--- src/rtl/imem_loader_pkg.sv ---
// Shared IMem sizing and loader state encodings used by the loader, IMem and IF.

package imem_loader_pkg;

  localparam int unsigned IMEM_DEPTH = 256;
  localparam int unsigned IMEM_AW    = 8;

  localparam logic [2:0] LD_LEN_HI = 3'd0;
  localparam logic [2:0] LD_LEN_LO = 3'd1;
  localparam logic [2:0] LD_DATA   = 3'd2;
  localparam logic [2:0] LD_DONE   = 3'd3;
  localparam logic [2:0] LD_ERR    = 3'd4;

  typedef enum logic [2:0] {
    StLenHi = LD_LEN_HI,
    StLenLo = LD_LEN_LO,
    StData  = LD_DATA,
    StDone  = LD_DONE,
    StErr   = LD_ERR
  } ld_state_e;

  // A zero-length image is legal; only counts beyond the memory size are rejected.
  function automatic logic len_too_big(input logic [15:0] n, input int unsigned depth);
    return 32'(n) > depth;
  endfunction

endpackage

--- src/rtl/imem_loader_byte_packer.sv ---
// Shifts stream bytes into a little-endian word and pulses word_ready_o on the final byte.

module imem_loader_byte_packer #(
  parameter int unsigned WIDTH = 32
) (
  input  logic             clk,
  input  logic             rst_n,
  input  logic             clr_i,
  input  logic             valid_i,
  input  logic [7:0]       byte_i,
  output logic [WIDTH-1:0] word_o,
  output logic             word_ready_o
);

  localparam int unsigned BYTES = WIDTH / 8;
  localparam int unsigned CW    = (BYTES > 1) ? $clog2(BYTES) : 1;

  logic [CW-1:0]    cnt_q, cnt_d;
  logic [WIDTH-1:0] sr_q, sr_d;
  logic [WIDTH-1:0] shifted;
  logic             last;

  // New bytes enter at the top, so the first byte lands in bits 7:0 once the word is full.
  if (BYTES > 1) begin : g_multi
    assign shifted = {byte_i, sr_q[WIDTH-1:8]};
  end else begin : g_single
    assign shifted = byte_i;
  end

  assign last         = (cnt_q == CW'(BYTES - 1));
  assign word_o       = shifted;
  assign word_ready_o = valid_i && !clr_i && last;

  always_comb begin
    cnt_d = cnt_q;
    sr_d  = sr_q;
    if (clr_i) begin
      cnt_d = '0;
      sr_d  = '0;
    end else if (valid_i) begin
      sr_d  = shifted;
      cnt_d = last ? '0 : cnt_q + CW'(1);
    end
  end

  always_ff @(posedge clk) begin
    if (!rst_n) begin
      cnt_q <= '0;
      sr_q  <= '0;
    end else begin
      cnt_q <= cnt_d;
      sr_q  <= sr_d;
    end
  end

endmodule

--- src/rtl/imem_loader.sv ---
// Streams a length-prefixed program image into IMem and holds the core in reset until done.

module imem_loader
  import imem_loader_pkg::*;
#(
  parameter int unsigned WIDTH = 32,
  parameter int unsigned DEPTH = IMEM_DEPTH,
  parameter int unsigned AW    = IMEM_AW
) (
  input  logic             clk,
  input  logic             rst_n,
  input  logic             in_valid,
  input  logic [7:0]       in_data,
  output logic             in_ready,
  input  logic             load_req,
  output logic             mem_we,
  output logic [AW-1:0]    mem_addr,
  output logic [WIDTH-1:0] mem_data,
  output logic             core_rst_n,
  output logic             done,
  output logic             err
);

  ld_state_e        state_q, state_d;
  logic [15:0]      len_q, len_d;
  logic [15:0]      word_cnt_q, word_cnt_d;
  logic [AW-1:0]    addr_q, addr_d;
  logic             we_q, we_d;
  logic [WIDTH-1:0] wdata_q, wdata_d;

  logic             accept;
  logic [15:0]      n_full;
  logic             all_issued;
  logic             pk_valid;
  logic             pk_clr;
  logic [WIDTH-1:0] pk_word;
  logic             pk_ready;

  assign accept     = in_valid && in_ready;
  assign n_full     = {len_q[15:8], in_data};
  assign all_issued = (word_cnt_q == len_q);
  assign pk_valid   = accept && (state_q == StData);
  assign pk_clr     = (state_q != StData);

  imem_loader_byte_packer #(
    .WIDTH (WIDTH)
  ) u_packer (
    .clk          (clk),
    .rst_n        (rst_n),
    .clr_i        (pk_clr),
    .valid_i      (pk_valid),
    .byte_i       (in_data),
    .word_o       (pk_word),
    .word_ready_o (pk_ready)
  );

  always_comb begin
    state_d = state_q;
    unique case (state_q)
      StLenHi: if (accept) state_d = StLenLo;
      StLenLo: begin
        if (accept) begin
          if (n_full == 16'd0)                 state_d = StDone;
          else if (len_too_big(n_full, DEPTH)) state_d = StErr;
          else                                 state_d = StData;
        end
      end
      // Leave only once the final write register has been presented to IMem.
      StData:  if (all_issued) state_d = StDone;
      StDone:  if (load_req) state_d = StLenHi;
      StErr:   state_d = StErr;
      default: state_d = StLenHi;
    endcase
  end

  always_comb begin
    len_d      = len_q;
    word_cnt_d = word_cnt_q;
    addr_d     = addr_q;
    we_d       = 1'b0;
    wdata_d    = wdata_q;
    if (accept && state_q == StLenHi) len_d = {in_data, 8'h00};
    if (accept && state_q == StLenLo) len_d = n_full;
    if (pk_ready) begin
      we_d       = 1'b1;
      addr_d     = word_cnt_q[AW-1:0];
      wdata_d    = pk_word;
      word_cnt_d = word_cnt_q + 16'd1;
    end
    if (state_q == StDone && load_req) begin
      addr_d     = '0;
      word_cnt_d = '0;
    end
  end

  always_comb begin
    in_ready   = 1'b0;
    done       = 1'b0;
    core_rst_n = 1'b0;
    err        = 1'b0;
    unique case (state_q)
      StLenHi, StLenLo: in_ready = 1'b1;
      StData:           in_ready = !all_issued;
      StDone: begin
        done       = 1'b1;
        core_rst_n = 1'b1;
      end
      StErr:            err = 1'b1;
      default:          in_ready = 1'b0;
    endcase
  end

  always_ff @(posedge clk) begin
    if (!rst_n) begin
      state_q    <= StLenHi;
      len_q      <= '0;
      word_cnt_q <= '0;
      addr_q     <= '0;
      we_q       <= 1'b0;
      wdata_q    <= '0;
    end else begin
      state_q    <= state_d;
      len_q      <= len_d;
      word_cnt_q <= word_cnt_d;
      addr_q     <= addr_d;
      we_q       <= we_d;
      wdata_q    <= wdata_d;
    end
  end

  assign mem_we   = we_q;
  assign mem_addr = addr_q;
  assign mem_data = wdata_q;

endmodule

--- config.mk ---
export PLATFORM = sky130hd
export DESIGN_NAME = imem_loader
export DESIGN_NICKNAME = d
export VERILOG_FILES = /design/src/rtl/imem_loader_pkg.sv /design/src/rtl/imem_loader_byte_packer.sv /design/src/rtl/imem_loader.sv
export SDC_FILE = /design/constraint.sdc
export NUM_CORES = 1
export LEC_CHECK = 0
export CAP_MARGIN = 20
export CELL_PAD_IN_SITES_DETAIL_PLACEMENT = 0
export CELL_PAD_IN_SITES_GLOBAL_PLACEMENT = 1
export CORE_ASPECT_RATIO = 1.1
export CORE_UTILIZATION = 45
export CTS_CLUSTER_SIZE = 40
export DETAILED_ROUTE_END_ITERATION = 8
export HOLD_SLACK_MARGIN = 0.03
export PLACE_DENSITY = 0.88
export RECOVER_POWER = 100
export SYNTH_ARGS = -nofsm -noshare
export SYNTH_HDL_FRONTEND = slang
export SYNTH_HIERARCHICAL = 1
export SYNTH_SLANG_ARGS = --single-unit
--- constraint.sdc ---
create_clock -name clk -period 9.2 [get_ports clk]
set_input_delay 0.92 -clock clk [delete_from_list [all_inputs] [get_ports clk]]
set_output_delay 0.92 -clock clk [all_outputs]
set_load 0.03 [all_outputs]
==> out/qor.yml, run 1 <==
outcome: "complete, but fails checks"
failed_checks: "capacitance limit, slew limit"
synth_nets: 442
arrival_ps: 5370
setup.worst_path.class: "in -> reg"
globalRouteOverflowTotal: 0
chipWidth_um: 94.34
die_height_um: 103.6
crit_path_start_kind: "input pin"
grt_first_pass_wirelength_um: 14110
ys_seq_elements: 102
die-area_um2: 9770
core_um2: 8964
max_freq_ghz: 0.1943
cts_max_level: 3
post_synth_mux_area_share: 0.1565
post-route-period-util: 0.5593
synth.avg_cell_area_um2: 9.861
skew_ps: 8.998
proportion_of_synthesized_chip_area_in_sequential_cells: 0.4838
totalWireLength_um: 8342
final_core_util: 0.5557
post-synth-top-area-cell: "sky130_fd_sc_hd__dfxtp_1"
drive_gt1_frac: 0.03830
postCtsSetupBuffers: 0
grt.total_usage: 0.1821
rsz0062_at_grt: "false"
synthDominantCellAreaShare: 0.4838
max-vdd-ir-drop_mv: 0.09193
hold_buffers: 0
routed-via-count: 2971
actual_transition_at_the_worst_max_transition_pin_ps: 3125
maxSlewHeadroom: -1.084
report.final.slew_viol_count: 103
postSynthCellCount: 428
whs_path_depth: 2
path_max_fanout: 46
critical_path_required_ps: 9420
gpl.final_weighted_congestion: 0.8609
clk-insertion-delay-late_ps: 360
synth-async-reset-ratio: 0
synth-main-ff-cell: "sky130_fd_sc_hd__dfxtp_1"
post-synth-top-count-cell: "sky130_fd_sc_hd__dfxtp_1"
ctsResizeCount: 0
worst_r2r_path_depth: 10
min-delay-path-class: "reg -> reg"
antenna_found_initial: 0
drt_drc_violations_left: 0
first_global_vias: 2915
antennaDiodeCount: 0
floorplan.io_pins: 57
hold_path_end: "u_packer/cnt_q[0]$_SDFFE_PP0P_"
total_negative_setup_slack_ps: 0
synth_top_family_by_area: "simple AND/OR/NAND/NOR gates"
worstReg2RegEnd: "word_cnt_q[4]$_SDFFE_PP0P_"
hpwlAfterDp_um: 5646
clock_tree.buffer_depth: 2
yosys.area_share.simple: 0.1918
worst_setup_hold_path_clk_slew_ps: 90
yosys_warnings: 6
clk_root_buf: "sky130_fd_sc_hd__clkbuf_8"
final-setup-viol-count: 0
place.port_buffers: 56
detail_route.wl_per_cell_um: 14.28
yosys-top-cells-count: "102 x sky130_fd_sc_hd__dfxtp_1, 66 x sky130_fd_sc_hd__mux2i_1, 54 x sky130_fd_sc_hd__nor2_1, 40 x sky130_fd_sc_hd__nor2b_1, 29 x sky130_fd_sc_hd__nand2_1"
drt-initial-drc-count: 130
flow.area_growth_from_synthesis_pct: 18.03
grt_max_degree: 56
netlist-cell-type-count: 41
drtPass1Iterations: 4
total_leakage_power_nw: 1.715
post_synth_fa_ha_maj_area_fraction: 0.005929
drv_cap: 2
hold_viol: 0
synth.area.top_cells: "sky130_fd_sc_hd__dfxtp_1 48%, sky130_fd_sc_hd__mux2i_1 16%, sky130_fd_sc_hd__nor2b_1 5.9%, sky130_fd_sc_hd__nor2_1 4.8%, sky130_fd_sc_hd__xnor2_1 4.4%"
summed_instance_area_of_the_synthesized_netlist_um2: 4220
postRouteAntennaNets: 0
tritoncts_clock_tree: "yes"
avgViaCountPerCell: 5.087
synth_area_in_compound_gates: 0.05485
reg2reg_setup_slack_ps: 4110
synth_xor_area_frac: 0.06018
power_density_nw_per_um2: 182.0
design.final.nets: 480
reg2reg_from: "state_q[1]$_SDFFE_PN0P_"
worstSetupEndpointType: "register"
number_of_enable_flip_flop_cells_after_synthesis: 0
final_period_minus_worst_setup_slack_ps: 5146
timing.hold.worst.start: "u_packer/cnt_q[0]$_SDFFE_PP0P_"
cts_made_buffers: 9
starting_density_of_the_core: 0.4708
tritoncts_num_sinks: 102
rows: 36
-- flip-flops by register name (all words and copies together) (netlist names) --
name	count
mem_data	32
u_packer/sr_q	24
len_q	16
word_cnt_q	16
mem_addr	8
state_q	3
u_packer/cnt_q	2
mem_we	1
-- layout make-up --
cell class	instances	area, um2
repair buffers	60	579.3
well taps	114	142.6
flip-flops and latches	102	2042
clock inverters	4	80.08
fillers	806	3983
clock buffers	11	141.4
inverters	4	15.01
multi-input cells	289	1981
-- logic make-up (layout without fill, tap and decap cells) --
group	Yosys count	count (layout)
buf+inv	37	79
simple gates	159	159
mux	66	66
compound gates	33	33
xor+xnor	29	29
fa+ha+maj	2	2
flops	102	102
-- worst max-delay path: stages --
cell and delay (ps):
sky130_fd_sc_hd__dlygate4sd3_1 590, sky130_fd_sc_hd__inv_1 80, sky130_fd_sc_hd__nor3b_1 190, sky130_fd_sc_hd__buf_4 420
sky130_fd_sc_hd__and3b_1 310, sky130_fd_sc_hd__clkbuf_1 2220, sky130_fd_sc_hd__nand4_1 280, sky130_fd_sc_hd__xor2_1 270
sky130_fd_sc_hd__nor2_1 50
-- how the worst max path moves through the flow --
stage | from | end | slack, ps | cells past startpoint
detailed placement | in_valid | word_cnt_q[14]$_SDFFE_PP0P_ | 5480 | 9
floorplan | state_q[1]$_SDFFE_PN0P_ | word_cnt_q[12]$_SDFFE_PP0P_ | 5630 | 12
CTS | word_cnt_q[2]$_SDFFE_PP0P_ | in_ready | 5790 | 5
global route | state_q[1]$_SDFFE_PN0P_ | word_cnt_q[4]$_SDFFE_PP0P_ | 3620 | 10
finish | in_valid | word_cnt_q[4]$_SDFFE_PP0P_ | 4050 | 9
global placement | in_valid | word_cnt_q[12]$_SDFFE_PP0P_ | 5560 | 9
-- metrics by stage --
| stage | cells | hold slack [ps] | power (mW) | setup slack [ps] | instance area (um2) |
|---|---|---|---|---|---|
| CTS | 584 | 497.9 | 0.9177 | 5785 | 4999 |
| global route | 584 | 529.8 | 0.9459 | 3624 | 4981 |
| finish | 584 | 498.4 | 0.9068 | 4054 | 4981 |
| detailed placement | 569 | 482.5 | 0.6061 | 5484 | 4777 |
| global placement | 569 | 470.5 | 0.6032 | 5562 | 4777 |
| floorplan | 428 | 460.1 | 0.5732 | 5627 | 4220 |
-- report_power, final --
part / leakage [nW] / internal, mW / total (mW) / switching (mW)
sequential: 0.823 / 0.454 / 0.470 / 0.0157
clock: 0.112 / 0.162 / 0.313 / 0.152
combinational: 0.781 / 0.0505 / 0.124 / 0.0732
total: 1.72 / 0.666 / 0.907 / 0.240
-- layer usage --
metal	global-route usage	wire length, um	vias to the layer above
met1	0.2371	4027	1405
li1	-	-	1508
met4	0.07802	132	0
met5	0	0	-
met3	0.03231	268	13
met2	0.2924	3914	45
-- cell usage in the layout (no fill, tap or decap), types with 2 or more instances in the layout --
cell and count:
sky130_fd_sc_hd__dfxtp_1 102, sky130_fd_sc_hd__mux2i_1 66, sky130_fd_sc_hd__nor2_1 54, sky130_fd_sc_hd__dlygate4sd3_1 48, sky130_fd_sc_hd__nor2b_1 40, sky130_fd_sc_hd__nand2_1 29
sky130_fd_sc_hd__xnor2_1 21, sky130_fd_sc_hd__clkbuf_8 10, sky130_fd_sc_hd__a21boi_0 9, sky130_fd_sc_hd__nand4_1 8, sky130_fd_sc_hd__a22oi_1 8, sky130_fd_sc_hd__xor2_1 8
sky130_fd_sc_hd__clkdlybuf4s50_1 8, sky130_fd_sc_hd__nor4_1 6, sky130_fd_sc_hd__a21oi_1 6, sky130_fd_sc_hd__inv_1 4, sky130_fd_sc_hd__nand3_1 4, sky130_fd_sc_hd__clkbuf_1 4
sky130_fd_sc_hd__o21ai_0 3, sky130_fd_sc_hd__nand2b_1 3, sky130_fd_sc_hd__o22ai_1 2, sky130_fd_sc_hd__nor3b_1 2, sky130_fd_sc_hd__nor3_1 2, sky130_fd_sc_hd__or3_1 2
sky130_fd_sc_hd__ha_1 2, sky130_fd_sc_hd__bufinv_16 2
Note: power is estimated with default switching activity, not from simulation.
==> run 2: changes to the inputs <==
--- a/config.mk
+++ b/config.mk
@@ -9,11 +9,11 @@
 export CELL_PAD_IN_SITES_DETAIL_PLACEMENT = 0
 export CELL_PAD_IN_SITES_GLOBAL_PLACEMENT = 1
 export CORE_ASPECT_RATIO = 1.1
-export CORE_UTILIZATION = 45
+export CORE_UTILIZATION = 42
 export CTS_CLUSTER_SIZE = 40
 export DETAILED_ROUTE_END_ITERATION = 8
 export HOLD_SLACK_MARGIN = 0.03
-export PLACE_DENSITY = 0.88
+export PLACE_DENSITY = 0.83
 export RECOVER_POWER = 100
 export SYNTH_ARGS = -nofsm -noshare
 export SYNTH_HDL_FRONTEND = slang
==> constraint.sdc (replaced) <==
create_clock -name clk -period 5.1 [get_ports clk]
set_input_delay 0.51 -clock clk [delete_from_list [all_inputs] [get_ports clk]]
set_output_delay 0.51 -clock clk [all_outputs]
set_load 0.03 [all_outputs]
==> out/qor.yml, run 2 (synthesized netlist as in run 1, its figures left out) <==
cts_made_buffers: 9  # unchanged
grt_first_pass_wirelength_um: 13940  # -1.2%
worst_r2r_path_depth: 11  # +1
final-instance-count-excl-fill: 591  # +1.2%
drt-initial-drc-count: 78  # -40%
reg2reg_setup_slack_ps: 1410  # -2700 ps
power_density_nw_per_um2: 329.0  # +81%
worst_setup_hold_path_clk_slew_ps: 100  # about the same
total_leakage_power_nw: 1.704  # -0.68%
starting_density_of_the_core: 0.4309  # -0.03994
drive_gt1_frac: 0.03822  # -0.00008131
skew_ps: 9.735  # +0.7366 ps
post-place-ws_ps: 1794  # -3690 ps
avgViaCountPerCell: 4.959  # -2.5%
maxSlewHeadroom: 0.04857  # +1.132
final-setup-viol-count: 0  # unchanged
placed_cells: 575  # +1.1%
cp_slowest_stage_delay_ps: 1050  # -1170 ps
reg2reg_from: "state_q[0]$_SDFFE_PN0P_"
power.clock.fraction: 0.345  # about the same
detail_route.wl_per_cell_um: 14.31  # +0.15%
antennaDiodeCount: 0  # unchanged
drt_drc_violations_left: 0  # unchanged
tritoncts_clock_tree: "yes"
switching_share: 0.2644  # -0.0008076
setup.worst_path.class: "reg -> reg"
drtPass1Iterations: 4  # unchanged
grt_max_degree: 47  # -16%
floorplan.io_pins: 57  # unchanged
fill_cells: 921  # +14%
globalRouteOverflowTotal: 0  # unchanged
gpl.final_weighted_congestion: 0.8077  # -6.2%
tritoncts_num_sinks: 102  # unchanged
worstSetupEndpointType: "register"
postCtsSetupBuffers: 0  # unchanged
power.switching_uw: 432.8  # +80%
final.hold.worst_slack_ps: 491.5  # -6.930 ps
critical_path.cell_chain: "inv_1, nand2_1, or2_2, o22ai_1, nor3b_1, buf_4, and3b_1, clkbuf_2, nand4_1, xor2_1, nor2_1"
hold_viol: 0  # unchanged
die-area_um2: 10450  # +7.0%
rsz0062_at_grt: "false"
clk_root_buf: "sky130_fd_sc_hd__clkbuf_8"
critPathCapture: "word_cnt_q[3]$_SDFFE_PP0P_"
max_freq_ghz: 0.2710
drv_cap: 0  # -2
crit_path_start_kind: "register"
clock_tree.buffer_depth: 2  # unchanged
routed-via-count: 2931  # -1.3%
hold_buffers: 0  # unchanged
final_period_minus_worst_setup_slack_ps: 3690
p_int_mw: 1.204  # +81%
power_frac_comb: 0.138  # +0.002
cts_max_level: 3  # unchanged
design.final.nets: 480  # unchanged
rows: 38  # +5.6%
layout_commonest_cell: "sky130_fd_sc_hd__dfxtp_1"
post-route-period-util: 0.7234
postRouteAntennaNets: 0  # unchanged
layout.cells.most_common_list: "102 x sky130_fd_sc_hd__dfxtp_1, 66 x sky130_fd_sc_hd__mux2i_1, 54 x sky130_fd_sc_hd__nor2_1"
min-delay-path-class: "reg -> reg"
total_negative_setup_slack_ps: 0  # unchanged
hpwlAfterDp_um: 5907  # +4.6%
largest_register_ff_count: 32  # unchanged
path_max_fanout: 46  # unchanged
totalWireLength_um: 8455  # +1.4%
worstReg2RegEnd: "word_cnt_q[3]$_SDFFE_PP0P_"
outcome: "complete, no violations"
worst_slack_ps: 1410  # -2644 ps
chipWidth_um: 97.58  # +3.4%
ctsResizeCount: 0  # unchanged
arrival_ps: 3920  # -1450 ps
flow.area_growth_from_synthesis_pct: 17.91
critical_path_required_ps: 5330  # -4090 ps
crit_start: "state_q[0]$_SDFFE_PN0P_"
pwr_total_mw: 1.637  # +81%
place.port_buffers: 56  # unchanged
grt.total_usage: 0.1673  # -0.01489
antenna_found_initial: 0  # unchanged
die_height_um: 107.1  # +3.4%
critical_path.slowest_cell: "sky130_fd_sc_hd__clkbuf_2"
first_global_vias: 2860  # -1.9%
part_of_the_total_power_dissipated_in_sequential_elements: 0.517  # about the same
core_um2: 9794  # +9.3%
max-vdd-ir-drop_mv: 0.1721  # +87%
report.final.slew_viol_count: 0  # -100%
actual_transition_at_the_worst_max_transition_pin_ps: 1427  # -1698 ps
clk-insertion-delay-late_ps: 360  # about the same
-- run 2: per-stage QoR --
stage / area, um2 / util
6_report: 4976 / 0.5080
5_1_grt: 4976 / 0.5080
4_1_cts: 5007 / 0.5112
3_5_place_dp: 4785 / 0.4885
3_3_place_gp: 4785 / 0.4885
2_1_floorplan: 4220 / -
-- run 2: worst max-delay path, delay by kind of cell, from the launching register on --
family / cells / cell delay, ps
buffers and inverters: 3 / 1640
AND/OR/NAND/NOR: 6 / 1140
flip-flops: 1 / 360
XOR/XNOR: 1 / 200
AO/OA/AOI/OAI: 1 / 190
-- run 2: per-layer routing --
metal,vias up,global-route usage,share of wire
met4,0,0.05567,0.011
met3,7,0.04172,0.027
met1,1368,0.1959,0.48
met2,43,0.2977,0.48
met5,-,0,0
li1,1513,-,-
-- run 2: final cells by class --
cell class,instances,area [um2],share of cell area
clock buffer,12,145.1,0.02917
clock inverter,4,77.57,0.01559
inverter,4,15.01,0.003017
multi-input combinational,289,1962,0.3943
sequential,102,2042,0.4104
tap,120,150.1,0.03017
timing repair buffer,60,584.3,0.1174
-- run 2: how the worst min path moves through the flow --
stage	from	end	slack, ps	cells past startpoint
3_3_place_gp	u_packer/cnt_q[0]$_SDFFE_PP0P_	u_packer/cnt_q[0]$_SDFFE_PP0P_	470	2
6_report	mem_addr[5]$_SDFFE_PP0P_	mem_addr[5]$_SDFFE_PP0P_	490	2
4_1_cts	len_q[10]$_SDFFE_PN0P_	len_q[10]$_SDFFE_PN0P_	500	2
3_5_place_dp	mem_addr[5]$_SDFFE_PP0P_	mem_addr[5]$_SDFFE_PP0P_	480	2
2_1_floorplan	u_packer/sr_q[10]$_SDFFE_PP0P_	u_packer/sr_q[10]$_SDFFE_PP0P_	460	2
5_1_grt	mem_addr[5]$_SDFFE_PP0P_	mem_addr[5]$_SDFFE_PP0P_	520	2
-- run 2: power by group through the flow --
stage	combinational [mW]	sequential, mW	clock [mW]
final	0.226	0.847	0.564
after CTS	0.231	0.847	0.583
after detailed placement	0.231	0.865	0
after floorplan	0.182	0.853	0
after global routing	0.246	0.852	0.609
after global placement	0.229	0.864	0
